### src/rtl/vga_overlay_ctrl.sv
// VGA timing generator with a small double-buffered rectangle overlay.
// Pending object entries are committed to the live bank once per frame; RGB and syncs leave a 2-stage pipeline.
module vga_overlay_ctrl #(
    parameter int          H_ACTIVE  = 1280,
    parameter int          H_FP      = 48,
    parameter int          H_SYNC    = 112,
    parameter int          H_BP      = 248,
    parameter int          V_ACTIVE  = 1024,
    parameter int          V_FP      = 1,
    parameter int          V_SYNC    = 3,
    parameter int          V_BP      = 38,
    parameter int          NUM_OBJ   = 4,
    parameter logic        SYNC_POL  = 1'b1,
    parameter logic [11:0] BG_COLOUR = 12'h000,
    localparam int         IDX_W     = (NUM_OBJ > 1) ? $clog2(NUM_OBJ) : 1
) (
    input  logic             clk,
    input  logic             reset,
    input  logic             obj_wr_en,
    input  logic [IDX_W-1:0] obj_wr_idx,
    input  logic [11:0]      obj_x,
    input  logic [11:0]      obj_y,
    input  logic [7:0]       obj_w,
    input  logic [7:0]       obj_h,
    input  logic [11:0]      obj_colour,
    input  logic             obj_visible,
    output logic [3:0]       vgaRed,
    output logic [3:0]       vgaGreen,
    output logic [3:0]       vgaBlue,
    output logic             Hsync,
    output logic             Vsync,
    output logic             frame_start
);

    localparam int          H_TOTAL  = H_ACTIVE + H_FP + H_SYNC + H_BP;
    localparam int          V_TOTAL  = V_ACTIVE + V_FP + V_SYNC + V_BP;
    localparam logic [11:0] H_LAST   = 12'(H_TOTAL - 1);
    localparam logic [11:0] V_LAST   = 12'(V_TOTAL - 1);
    localparam logic [11:0] H_ACT    = 12'(H_ACTIVE);
    localparam logic [11:0] V_ACT    = 12'(V_ACTIVE);
    localparam logic [11:0] H_SS     = 12'(H_ACTIVE + H_FP);
    localparam logic [11:0] H_SE     = 12'(H_ACTIVE + H_FP + H_SYNC);
    localparam logic [11:0] V_SS     = 12'(V_ACTIVE + V_FP);
    localparam logic [11:0] V_SE     = 12'(V_ACTIVE + V_FP + V_SYNC);
    localparam logic [IDX_W:0] IDX_LIM = (IDX_W + 1)'(NUM_OBJ);

    typedef struct packed {
        logic [11:0] x;
        logic [11:0] y;
        logic [7:0]  w;
        logic [7:0]  h;
        logic [11:0] colour;
        logic        visible;
    } obj_t;

    logic [11:0]        hcnt_r;
    logic [11:0]        vcnt_r;
    obj_t               pending_r [NUM_OBJ];
    obj_t               live_r    [NUM_OBJ];
    logic               commit_s;
    logic               wr_ok_s;
    logic               active_s;
    logic               hsync_s;
    logic               vsync_s;
    logic               first_s;
    logic [NUM_OBJ-1:0] hit_s;
    logic [NUM_OBJ-1:0] hit1_r;
    logic               active1_r;
    logic               hsync1_r;
    logic               vsync1_r;
    logic               first1_r;
    logic [11:0]        rgb_s;
    logic [11:0]        rgb_r;
    logic               hsync_r;
    logic               vsync_r;
    logic               frame_start_r;

    assign commit_s = (hcnt_r == H_LAST) && (vcnt_r == V_LAST);
    assign wr_ok_s  = obj_wr_en && ({1'b0, obj_wr_idx} < IDX_LIM);

    // Raster position counters.
    always_ff @(posedge clk) begin
        if (reset) begin
            hcnt_r <= 12'd0;
            vcnt_r <= 12'd0;
        end else if (hcnt_r == H_LAST) begin
            hcnt_r <= 12'd0;
            vcnt_r <= (vcnt_r == V_LAST) ? 12'd0 : vcnt_r + 12'd1;
        end else begin
            hcnt_r <= hcnt_r + 12'd1;
        end
    end

    // Pending/live object banks; the commit copies the pre-write pending contents.
    always_ff @(posedge clk) begin
        for (int i = 0; i < NUM_OBJ; i++) begin
            if (reset) begin
                pending_r[i] <= '0;
                live_r[i]    <= '0;
            end else begin
                if (wr_ok_s && (obj_wr_idx == IDX_W'(i))) begin
                    pending_r[i] <= {obj_x, obj_y, obj_w, obj_h, obj_colour, obj_visible};
                end
                if (commit_s) begin
                    live_r[i] <= pending_r[i];
                end
            end
        end
    end

    // Hit test at 13 bits so right/bottom edges near 4095 never wrap around.
    always_comb begin
        active_s = (hcnt_r < H_ACT) && (vcnt_r < V_ACT);
        hit_s    = '0;
        for (int i = 0; i < NUM_OBJ; i++) begin
            hit_s[i] = live_r[i].visible && active_s
                    && ({1'b0, hcnt_r} >= {1'b0, live_r[i].x})
                    && ({1'b0, hcnt_r} <  ({1'b0, live_r[i].x} + {5'd0, live_r[i].w}))
                    && ({1'b0, vcnt_r} >= {1'b0, live_r[i].y})
                    && ({1'b0, vcnt_r} <  ({1'b0, live_r[i].y} + {5'd0, live_r[i].h}));
        end
        hsync_s = ((hcnt_r >= H_SS) && (hcnt_r < H_SE)) ? SYNC_POL : ~SYNC_POL;
        vsync_s = ((vcnt_r >= V_SS) && (vcnt_r < V_SE)) ? SYNC_POL : ~SYNC_POL;
        first_s = (hcnt_r == 12'd0) && (vcnt_r == 12'd0);
    end

    // Stage 1: hit vector, active flag and raw timing.
    always_ff @(posedge clk) begin
        if (reset) begin
            hit1_r    <= '0;
            active1_r <= 1'b0;
            hsync1_r  <= ~SYNC_POL;
            vsync1_r  <= ~SYNC_POL;
            first1_r  <= 1'b0;
        end else begin
            hit1_r    <= hit_s;
            active1_r <= active_s;
            hsync1_r  <= hsync_s;
            vsync1_r  <= vsync_s;
            first1_r  <= first_s;
        end
    end

    // Lowest index wins, so walk downward and let lower indices overwrite.
    always_comb begin
        rgb_s = BG_COLOUR;
        for (int i = NUM_OBJ - 1; i >= 0; i--) begin
            rgb_s = hit1_r[i] ? live_r[i].colour : rgb_s;
        end
        rgb_s = active1_r ? rgb_s : 12'h000;
    end

    // Stage 2: output registers.
    always_ff @(posedge clk) begin
        if (reset) begin
            rgb_r         <= 12'h000;
            hsync_r       <= ~SYNC_POL;
            vsync_r       <= ~SYNC_POL;
            frame_start_r <= 1'b0;
        end else begin
            rgb_r         <= rgb_s;
            hsync_r       <= hsync1_r;
            vsync_r       <= vsync1_r;
            frame_start_r <= first1_r;
        end
    end

    assign vgaRed      = rgb_r[11:8];
    assign vgaGreen    = rgb_r[7:4];
    assign vgaBlue     = rgb_r[3:0];
    assign Hsync       = hsync_r;
    assign Vsync       = vsync_r;
    assign frame_start = frame_start_r;

endmodule

### config.mk
export PLATFORM = sky130hd
export DESIGN_NAME = vga_overlay_ctrl
export DESIGN_NICKNAME = d
export VERILOG_FILES = /design/src/rtl/vga_overlay_ctrl.sv
export SDC_FILE = /design/constraint.sdc
export NUM_CORES = 1
export LEC_CHECK = 0
export CAP_MARGIN = 30
export CORE_ASPECT_RATIO = 1.2
export CORE_MARGIN = 5
export CORE_UTILIZATION = 40
export CTS_BUF_LIST = sky130_fd_sc_hd__clkbuf_2 sky130_fd_sc_hd__clkbuf_4 sky130_fd_sc_hd__clkbuf_8
export DETAILED_ROUTE_END_ITERATION = 7
export HOLD_SLACK_MARGIN = 0.03
export PLACE_DENSITY_LB_ADDON = 0.3
export RECOVER_POWER = 100
export SYNTH_ARGS = -nofsm -noshare
export SYNTH_HDL_FRONTEND = slang
export SYNTH_SLANG_ARGS = --single-unit
### constraint.sdc
create_clock -name clk -period 12.9 [get_ports clk]
set_clock_uncertainty 0.2 [all_clocks]
set_input_delay 2.58 -clock clk [delete_from_list [all_inputs] [get_ports clk]]
set_output_delay 2.58 -clock clk [all_outputs]
set_load 0.02 [all_outputs]
# [Yosys cells after proc, flatten, opt, wreduce, memory -nomap -nowiden]
# Memory sizes are Yosys's and may differ from the RTL's.
# Cells that the tools add are included.
[totals] reg_bits=47 ram_bits=424 output_inout_bits=15 elab_cells=125 memories=2
[memory_table] name="live_r" depth=4 word_bits=53 rd=4 rd_ports_with_merged_regs=0 wr=4 line_no="59" rtl="obj_t live_r [NUM_OBJ];"
[memory_table] name="pending_r" depth=4 word_bits=53 rd=4 rd_ports_with_merged_regs=0 wr=4 line_no="58" rtl="obj_t pending_r [NUM_OBJ];"
[classes] addsub=10 n_lt_le_gt_ge=22 eq_ne=5 mux=32 bitwise=9 reduce_logical=34
[op_table] cell="2-to-1 mux 53 bit" count=8
[op_table] cell="adder 12 x 8 -> 13 bit" count=8
[op_table] cell="< comparator 12 x 13 -> 1 bit" count=8
[op_table] cell=">= comparator 12 bit" count=8
[op_table] cell="2-to-1 mux 12 bit" count=5
[op_table] cell="< comparator 12 x 11 -> 1 bit, second input constant" count=4
[op_table] cell="logical AND 1 bit" count=29
[op_table] cell="adder 12 x 1 -> 12 bit, second input constant" count=2
[op_table] cell="== test 12 x 11 -> 1 bit, second input constant" count=2
[op_table] cell=">= comparator 12 x 11 -> 1 bit, second input constant" count=2
[op_table] cell="logical NOT 12 bit" count=2
[op_table] cell="2-to-1 mux 1 bit" count=19
[op_table] cell="OR 1 bit" count=8
[op_table] cell="== test 2 bit, second input constant" count=2
[op_table] cell="OR reduction 2 bit" count=2
[op_table] cell="== test 2 x 1 -> 1 bit, second input constant" count=1
[op_table] cell="logical NOT 2 bit" count=1
[op_table] cell="inverter 1 bit" count=1

# [Longest topological paths before layout]
# Gate-level depths: netlist of run 1.
[logic_depth] depth_word=7 ltp_mapped=15 ltp_nobuf=15

# [Worst setup path after synthesis of run 1]
# No wires, ideal clock.
[synth_timing] kind="input port to flip-flop" startpoint="input obj_wr_idx[1]" endpoint="memory pending_r[0][0] (netlist name) (enable)" setup_time_ps=475 arrival_time_ps=5206 required_time_ps=12225 path_slack_ps=7019 path_stages=2 path_cell_list="nand2b_1 > o21bai_1"
[synth_rtl] element="from (decl)" line_no="20" rtl="input logic [IDX_W-1:0] obj_wr_idx,"
[synth_rtl] element="to (decl)" line_no="58"

==> reports/qor.log, run 1 <==
qor: floorplan.die_h 285 µm
qor: finish.syn_to_final_growth 12.6%
qor: detailed_routing.drt_iter0_markers 831
qor: setup_path.worstSetupEndpointType register
qor: global_routing.grt_antenna_before_repair 4
qor: setup_path.cpMostUsedCell sky130_fd_sc_hd__clkbuf_1
qor: finish.proportion_of_layout_cells_with_a_drive_suffix_above_1 0.0702
qor: finish.mostFrequentLayoutCell sky130_fd_sc_hd__edfxtp_1
qor: setup_path.critical_path_required 12.95 ns
qor: setup_path.cp_num_buf_inv 4
qor: place.count_of_input_and_output_buffers 72
qor: setup_path.critical-path-slowest-cell sky130_fd_sc_hd__clkbuf_1
qor: status.status complete, but fails checks
qor: clock_network.cts_setup_buffers 0
qor: yosys.netlist_instances 2103
qor: floorplan.io-pin-count 73
qor: clock_network.tritoncts_clock_tree done
qor: yosys.synthesis.area 25200 µm²
qor: detailed_routing.drt.antenna.violating_nets 0
qor: clock_network.cts.repair.resized 0
qor: setup_path.criticalPathCategory in2reg
qor: sta.setup_viol 0
qor: yosys.synth_area_per_cell 12.0 µm²
qor: clock_network.cts_inserted_buffers 77
qor: place.dpl.hpwl 41.8 mm
qor: min_path.hp-class reg2reg
qor: place.finalWeightedCongestion 0.875
qor: floorplan.core_area 62200 µm²
qor: sta.finalWorstPathRequiredPeriod 7.52 ns
qor: global_routing.first_global_vias 16600
qor: floorplan.initial_core_util 0.404
qor: clock_network.numClockSinks 471
qor: floorplan.rows 100
qor: finish.area.sequential 13700 µm²
qor: yosys.synth_edf_count 424
qor: yosys.ys_ff_latch 471
qor: clock_network.cts.root.buffer_cell sky130_fd_sc_hd__clkbuf_8
qor: finish.num-fill-cells 5637
qor: sta.whs 0.237 ns
qor: detailed_routing.vias 15900
qor: yosys.ys.flop_type sky130_fd_sc_hd__edfxtp_1
qor: global_routing.gr-total-overflow 0
qor: power_and_ir_drop.seq_power_share 0.516
qor: setup_path.cp_arrival 7.57 ns
qor: global_routing.grt_pass1_wl 92.2 mm
qor: detailed_routing.finalWirelength 59.5 mm
qor: power_and_ir_drop.power.share.clock 0.391
qor: global_routing.grt_start_max_net_pins 156
qor: power_and_ir_drop.comb_power_share 0.093
qor: clock_network.clk_latency 0.65 ns
qor: power_and_ir_drop.power_leakage 11.1 nW
qor: detailed_routing.viasPerCell 5.14
qor: setup_path.max_stage_delay 1.88 ns
qor: sta.grt_setup_unrepaired false
qor: power_and_ir_drop.ir_drop 0.0000764 V
qor: sta.final_min_period_over_clock_period 0.583
qor: power_and_ir_drop.net-switching-power 0.823 mW
qor: detailed_routing.detailedRoute.firstPassIterationCount 5
qor: floorplan.die_width 239 µm
qor: status.failed_checks max-capacitance violations, max-slew violations
qor: finish.multiInputGateArea 10700 µm²
qor: sta.final_layout_setup_total_negative_slack 0 ns
qor: detailed_routing.wire_per_inst 19.2 µm
qor: sta.highest_attainable_clock_frequency 133 MHz
qor: yosys.yosys_warnings 0
qor: detailed_routing.route.detailed.drc 0
qor: clock_network.cts-htree-levels 3
qor: yosys.synth.net_count 2422
qor: job.maxCapViolations 12
qor: sta.max_slew.worst_pin.slew 3.98 ns
qor: finish.final_cell_mix sky130_fd_sc_hd__edfxtp_1 (424), sky130_fd_sc_hd__ha_1 (253), sky130_fd_sc_hd__and2_0 (250), sky130_fd_sc_hd__and2_1 (181), sky130_fd_sc_hd__inv_1 (124)
qor: clock_network.cts.hold.buffers_added 0
qor: sta.endpoints_failing_hold 0
qor: clock_network.ctsLongestPathBuffers 3
qor: setup_path.critPathTopFamily buffers and inverters
qor: power_and_ir_drop.p_int 2.64 mW
qor: sta.slew_violations 578
qor: clock_network.cts.reportedPaths.clkPinSlew 0.05 ns
qor: yosys.ys_types 62
qor: setup_path.setup.reg_to_reg.worst_slack 6.83 ns
qor: finish.num-nets-final 2538
qor: yosys.asyncSetResetFlopFracSynth 0
qor: sta.max_slew_margin -1.66
qor: power_and_ir_drop.power-per-cell-area 122 nW/µm²
qor: power_and_ir_drop.power.switching_fraction 0.238
qor: setup_path.worst-path-max-fanout 155
qor: global_routing.grt_use_total 0.174
qor: floorplan.die_area 68000 µm²
qor: setup_path.path_cells dlygate4sd3_1 > clkbuf_1 > or2b_1 > clkbuf_1 > buf_12
qor: setup_path.critical_path.startpoint_type primary input
qor: yosys.seq_area_frac_synth 0.544
state kept, by name, indices dropped and copies added, names as in the netlist:
signal / cells
rgb_r: 12
pending_r: 212
Hsync: 1
first1_r: 1
hcnt_r: 12
vsync1_r: 1
active1_r: 1
hit1_r: 4
vcnt_r: 12
frame_start: 1
hsync1_r: 1
live_r: 212
Vsync: 1
power groups by stage:
stage                     clock network (mW)  logic, mW  registers [mW]
after CTS                               1.39      0.326            1.78
after detailed placement                   0      0.324            1.82
after global routing                    1.46      0.364            1.79
final                                   1.35      0.321            1.79
after global placement                     0      0.314            1.81
after floorplan                            0      0.221            1.80
worst reg2reg max path, cell delays in order (launching register included):
cell,delay (ns)
sky130_fd_sc_hd__dfxtp_1,0.55
sky130_fd_sc_hd__or4_1,0.60
sky130_fd_sc_hd__or4_1,0.43
sky130_fd_sc_hd__nor2_1,0.18
sky130_fd_sc_hd__nand2_1,0.16
sky130_fd_sc_hd__or2b_1,0.84
sky130_fd_sc_hd__clkbuf_1,1.88
sky130_fd_sc_hd__buf_12,0.68
area by class of cell:
type                       instances  share of cell area
inverter                         124              0.0164
clock inverter                    31             0.00892
multi-input combinational       1448               0.378
timing repair buffer              97              0.0306
sequential                       471               0.483
antenna                            1           0.0000883
clock buffer                     108              0.0476
tap                              816              0.0360
path summary, 6_finish.rpt:
kind	from	end	depth (start not counted)
setup / recovery	reset	live_r[1][14]$_SDFFCE_PN0P_	5
hold / removal	hsync1_r$_SDFF_PP0_	Hsync$_SDFF_PP0_	1
setup reg to reg	vcnt_r[6]$_SDFFE_PP0N_	live_r[1][14]$_SDFFCE_PN0P_	7
hold reg to reg	hsync1_r$_SDFF_PP0_	Hsync$_SDFF_PP0_	1
routing by layer:
layer | GRT usage | part of all wire | vias up
met5 | 0 | 0.00035 | -
met4 | 0.0669 | 0.031 | 4
met3 | 0.0231 | 0.042 | 118
met2 | 0.303 | 0.49 | 334
met1 | 0.221 | 0.43 | 7669
li1 | - | - | 7775
synthesized netlist by cell type (all sizes together) (47+ instances only):
library cell,number,area share
a21oi,77,0.015
and2,431,0.11
clkbuf,52,0.0091
dfxtp,47,0.037
edfxtp,424,0.51
ha,253,0.13
inv,124,0.019
nand2,52,0.0078
nor2,89,0.014
nor3,62,0.012
o21ai,71,0.014
xnor2,60,0.021
through the flow:
step                      setup WS (ns)  area (µm²)  power, mW   util  instances
after floorplan                    7.02       25200       2.02      -       2103
after global placement             7.34       26800       2.13  0.431       2952
after detailed placement           7.30       26800       2.14  0.431       2955
after CTS                          8.00       28400       3.51  0.457       3094
after global routing               5.11       28300       3.62  0.456       3096
final                              5.38       28300       3.46  0.456       3096
cells by family (layout without fill, tap and decap cells):
family,Yosys count,after routing,share of synthesized area
AO/OA/AOI/OAI,303,303,0.0787
XOR/XNOR,100,100,0.0348
adder cells (fa/ha/maj),261,261,0.132
buffers and inverters,184,360,0.0309
flip-flops,471,471,0.544
other,0,1,0
AND/OR/NAND/NOR,784,784,0.180
(Power assumes the default switching activity.)
==> inputs of run 2 (changes only) <==
Clock period 12.9 ns to 7.6 ns, I/O delays scaled along.
==> reports/qor.log, run 2 (synthesis results as in run 1) <==
qor: finish.postLayoutCellArea 28400 µm² [+0.38%]
qor: power_and_ir_drop.power-per-cell-area 212 nW/µm² [+74%]
qor: sta.setup_viol 0 [unchanged]
qor: setup_path.critical_path.startpoint_type primary input
qor: setup_path.setup.reg_to_reg.worst_slack 2.44 ns [-4.39 ns]
qor: sta.slew_violations 575 [-0.52%]
qor: setup_path.timing.rr.start vcnt_r[6]$_SDFFE_PP0N_
qor: setup_path.criticalPathCategory in2reg
qor: global_routing.grt_start_max_net_pins 213 [+37%]
qor: setup_path.path_cells dlygate4sd3_1 > clkbuf_1 > o21bai_1 > clkbuf_1
qor: floorplan.core_area 62200 µm² [unchanged]
qor: finish.syn_to_final_growth 13.1%
qor: sta.final_layout_setup_total_negative_slack 0 ns [unchanged]
qor: global_routing.met1_layer_usage_reported_by_global_route 0.227 [+0.00555]
qor: floorplan.initial_core_util 0.404 [unchanged]
qor: finish.num-nets-final 2536 [-0.079%]
qor: sta.highest_attainable_clock_frequency 177 MHz
qor: global_routing.grt_antenna_before_repair 5 [+1]
qor: place.detailedPlace.worstSlack 3.24 ns [-4.06 ns]
qor: clock_network.cts.reportedPaths.clkPinSlew 0.05 ns [about the same]
qor: setup_path.critical_path_required 7.58 ns [-5.37 ns]
qor: finish.final-instance-count-excl-fill 3101 [+0.16%]
qor: sta.endpoints_failing_hold 0 [unchanged]
qor: floorplan.io-pin-count 73 [unchanged]
qor: floorplan.die_width 239 µm [unchanged]
qor: sta.max_slew.worst_pin.slew 3.43 ns [-0.551 ns]
qor: job.maxCapViolations 11 [-1]
qor: min_path.min_from hsync1_r$_SDFF_PP0_
qor: global_routing.grt_pass1_wl 93.8 mm [+1.7%]
qor: place.place_area 26800 µm² [about the same]
qor: min_path.hold_end Hsync$_SDFF_PP0_
qor: setup_path.max_stage_delay 2.40 ns [+0.52 ns]
qor: setup_path.cp_num_buf_inv 3 [-1]
qor: sta.layout_setup_ws 1.95 ns [-3.43 ns]
qor: global_routing.gr-total-overflow 0 [unchanged]
qor: detailed_routing.route.detailed.drc 0 [unchanged]
qor: place.finalWeightedCongestion 0.872 [-0.30%]
qor: detailed_routing.detailedRoute.firstPassIterationCount 5 [unchanged]
qor: setup_path.cp_arrival 5.63 ns [-1.94 ns]
qor: place.dpl.hpwl 41.8 mm [+0.13%]
qor: setup_path.critical-path-slowest-cell sky130_fd_sc_hd__clkbuf_1
qor: detailed_routing.finalWirelength 59.9 mm [+0.67%]
qor: min_path.min_delay_path_depth 1 [unchanged]
qor: sta.max_slew_margin -1.29 [+0.367]
qor: detailed_routing.wire_per_inst 19.3 µm [+0.50%]
qor: clock_network.ctsLongestPathBuffers 3 [unchanged]
qor: global_routing.global_route.usage.met2 0.302 [about the same]
qor: clock_network.cts.hold.buffers_added 0 [unchanged]
qor: clock_network.cts_setup_buffers 0 [unchanged]
qor: setup_path.rr_endpoint live_r[2][15]$_SDFFCE_PN0P_
qor: setup_path.critPathTopFamily buffers and inverters
qor: floorplan.rows 100 [unchanged]
qor: finish.num-fill-cells 5681 [+0.78%]
qor: sta.finalWorstPathRequiredPeriod 5.65 ns
qor: min_path.hp-class reg2reg
qor: setup_path.cpMostUsedCell sky130_fd_sc_hd__clkbuf_1
qor: finish.mostFrequentLayoutCell sky130_fd_sc_hd__edfxtp_1
qor: place.count_of_input_and_output_buffers 72 [unchanged]
qor: power_and_ir_drop.power_leakage 11.2 nW [+0.79%]
qor: clock_network.cts-htree-levels 3 [unchanged]
qor: detailed_routing.drt.antenna.violating_nets 0 [unchanged]
qor: setup_path.timing.reg2reg.worst_path_depth 7 [unchanged]
qor: clock_network.tritoncts_clock_tree done
qor: clock_network.cts.root.buffer_cell sky130_fd_sc_hd__clkbuf_8
qor: place.post-place-cells 2952 [-0.10%]
qor: clock_network.numClockSinks 471 [unchanged]
qor: floorplan.die_area 68000 µm² [unchanged]
qor: setup_path.worstSetupEndpointType register
qor: finish.biggest_regs live_r: 212 flops, pending_r: 212 flops
qor: clock_network.clk_latency 0.67 ns [+0.02 ns]
qor: status.failed_checks max-capacitance violations, max-slew violations
qor: setup_path.worst-path-max-fanout 53 [-66%]
qor: global_routing.most_congested_layer_reported_by_global_routing met2
qor: floorplan.die_h 285 µm [unchanged]
qor: detailed_routing.viasPerCell 5.13 [about the same]
qor: clock_network.cts.repair.resized 0 [unchanged]
qor: finish.final_cell_mix sky130_fd_sc_hd__edfxtp_1 (424), sky130_fd_sc_hd__ha_1 (253), sky130_fd_sc_hd__and2_0 (223), sky130_fd_sc_hd__and2_1 (208), sky130_fd_sc_hd__inv_1 (124)
qor: sta.whs 0.244 ns [+0.00647 ns]
qor: power_and_ir_drop.ir_drop 0.000162 V [+110%]
qor: detailed_routing.drt_iter0_markers 966 [+16%]
qor: finish.proportion_of_layout_cells_with_a_drive_suffix_above_1 0.0740 [+0.00379]
qor: global_routing.first_global_vias 16600 [+0.066%]
qor: detailed_routing.vias 15900 [+0.063%]
qor: global_routing.grt_use_total 0.177 [+0.00233]
qor: status.status complete, but fails checks
qor: clock_network.cts_inserted_buffers 79 [+2.6%]
qor: sta.grt_setup_unrepaired false
qor: sta.final_min_period_over_clock_period 0.744
qor: global_routing.met3_routing_resource_usage_after_global_routing 0.0272 [+0.00407]
==> run 2: cell count changes in the layout (fill, tap and decap cells not counted), moves of 2 or more <==
cell,before,now
sky130_fd_sc_hd__and2_0,250,223
sky130_fd_sc_hd__and2_1,181,208
sky130_fd_sc_hd__clkbuf_4,22,29
sky130_fd_sc_hd__clkbuf_8,86,81
sky130_fd_sc_hd__bufinv_16,4,7
sky130_fd_sc_hd__clkbuf_1,14,11
sky130_fd_sc_hd__clkinv_2,9,12
sky130_fd_sc_hd__clkinv_8,0,2
==> run 2: layer usage <==
metal / part of all wire / vias to the layer above
met3: 0.038 / 111
li1: - / 7772
met2: 0.49 / 329
met1: 0.44 / 7694
met5: 0.00045 / -
met4: 0.032 / 4
==> run 2: where the power goes <==
| group | switching (mW) | internal (mW) | leakage (nW) | total [mW] |
|---|---|---|---|---|
| Sequential | 0.0582 | 2.97 | 4.48 | 3.03 |
| Clock | 1.06 | 1.39 | 0.914 | 2.45 |
| Combinational | 0.330 | 0.217 | 5.84 | 0.547 |
==> run 2: through the flow <==
| stage | total power [mW] | utilization |
|---|---|---|
| finish | 6.03 | 0.457 |
| global route | 6.31 | 0.457 |
| CTS | 6.10 | 0.459 |
| detailed placement | 3.64 | 0.431 |
| global placement | 3.62 | 0.431 |
| floorplan | 3.43 | - |
==> run 2: layout make-up <==
class / count / area, µm² / area share
Timing Repair Buffer: 93 / 847 / 0.0298
Antenna cell: 1 / 2.50 / 0.0000880
Sequential cell: 471 / 13700 / 0.481
Clock inverter: 38 / 395 / 0.0139
Clock buffer: 110 / 1330 / 0.0469
Inverter: 124 / 465 / 0.0164
Multi-Input combinational cell: 1448 / 10700 / 0.376
Tap cell: 816 / 1020 / 0.0359
==> run 2: how the worst max path moves through the flow <==
stage                                 from                        endpoint  slack, ns  depth (start not counted)
3_3_place_gp                         reset     live_r[0][27]$_SDFFCE_PN0P_       3.26                          4
6_report                             reset  pending_r[2][52]$_SDFFCE_PN0P_       1.95                          4
2_1_floorplan                obj_wr_idx[1]   pending_r[0][0]$_SDFFCE_PN0P_       2.78                          2
5_1_grt                              reset     live_r[2][15]$_SDFFCE_PN0P_       1.66                          5
3_5_place_dp                         reset     live_r[3][44]$_SDFFCE_PN0P_       3.24                          4
4_1_cts        live_r[3][29]$_SDFFCE_PN0P_            hit1_r[3]$_SDFF_PP0_       3.51                         15
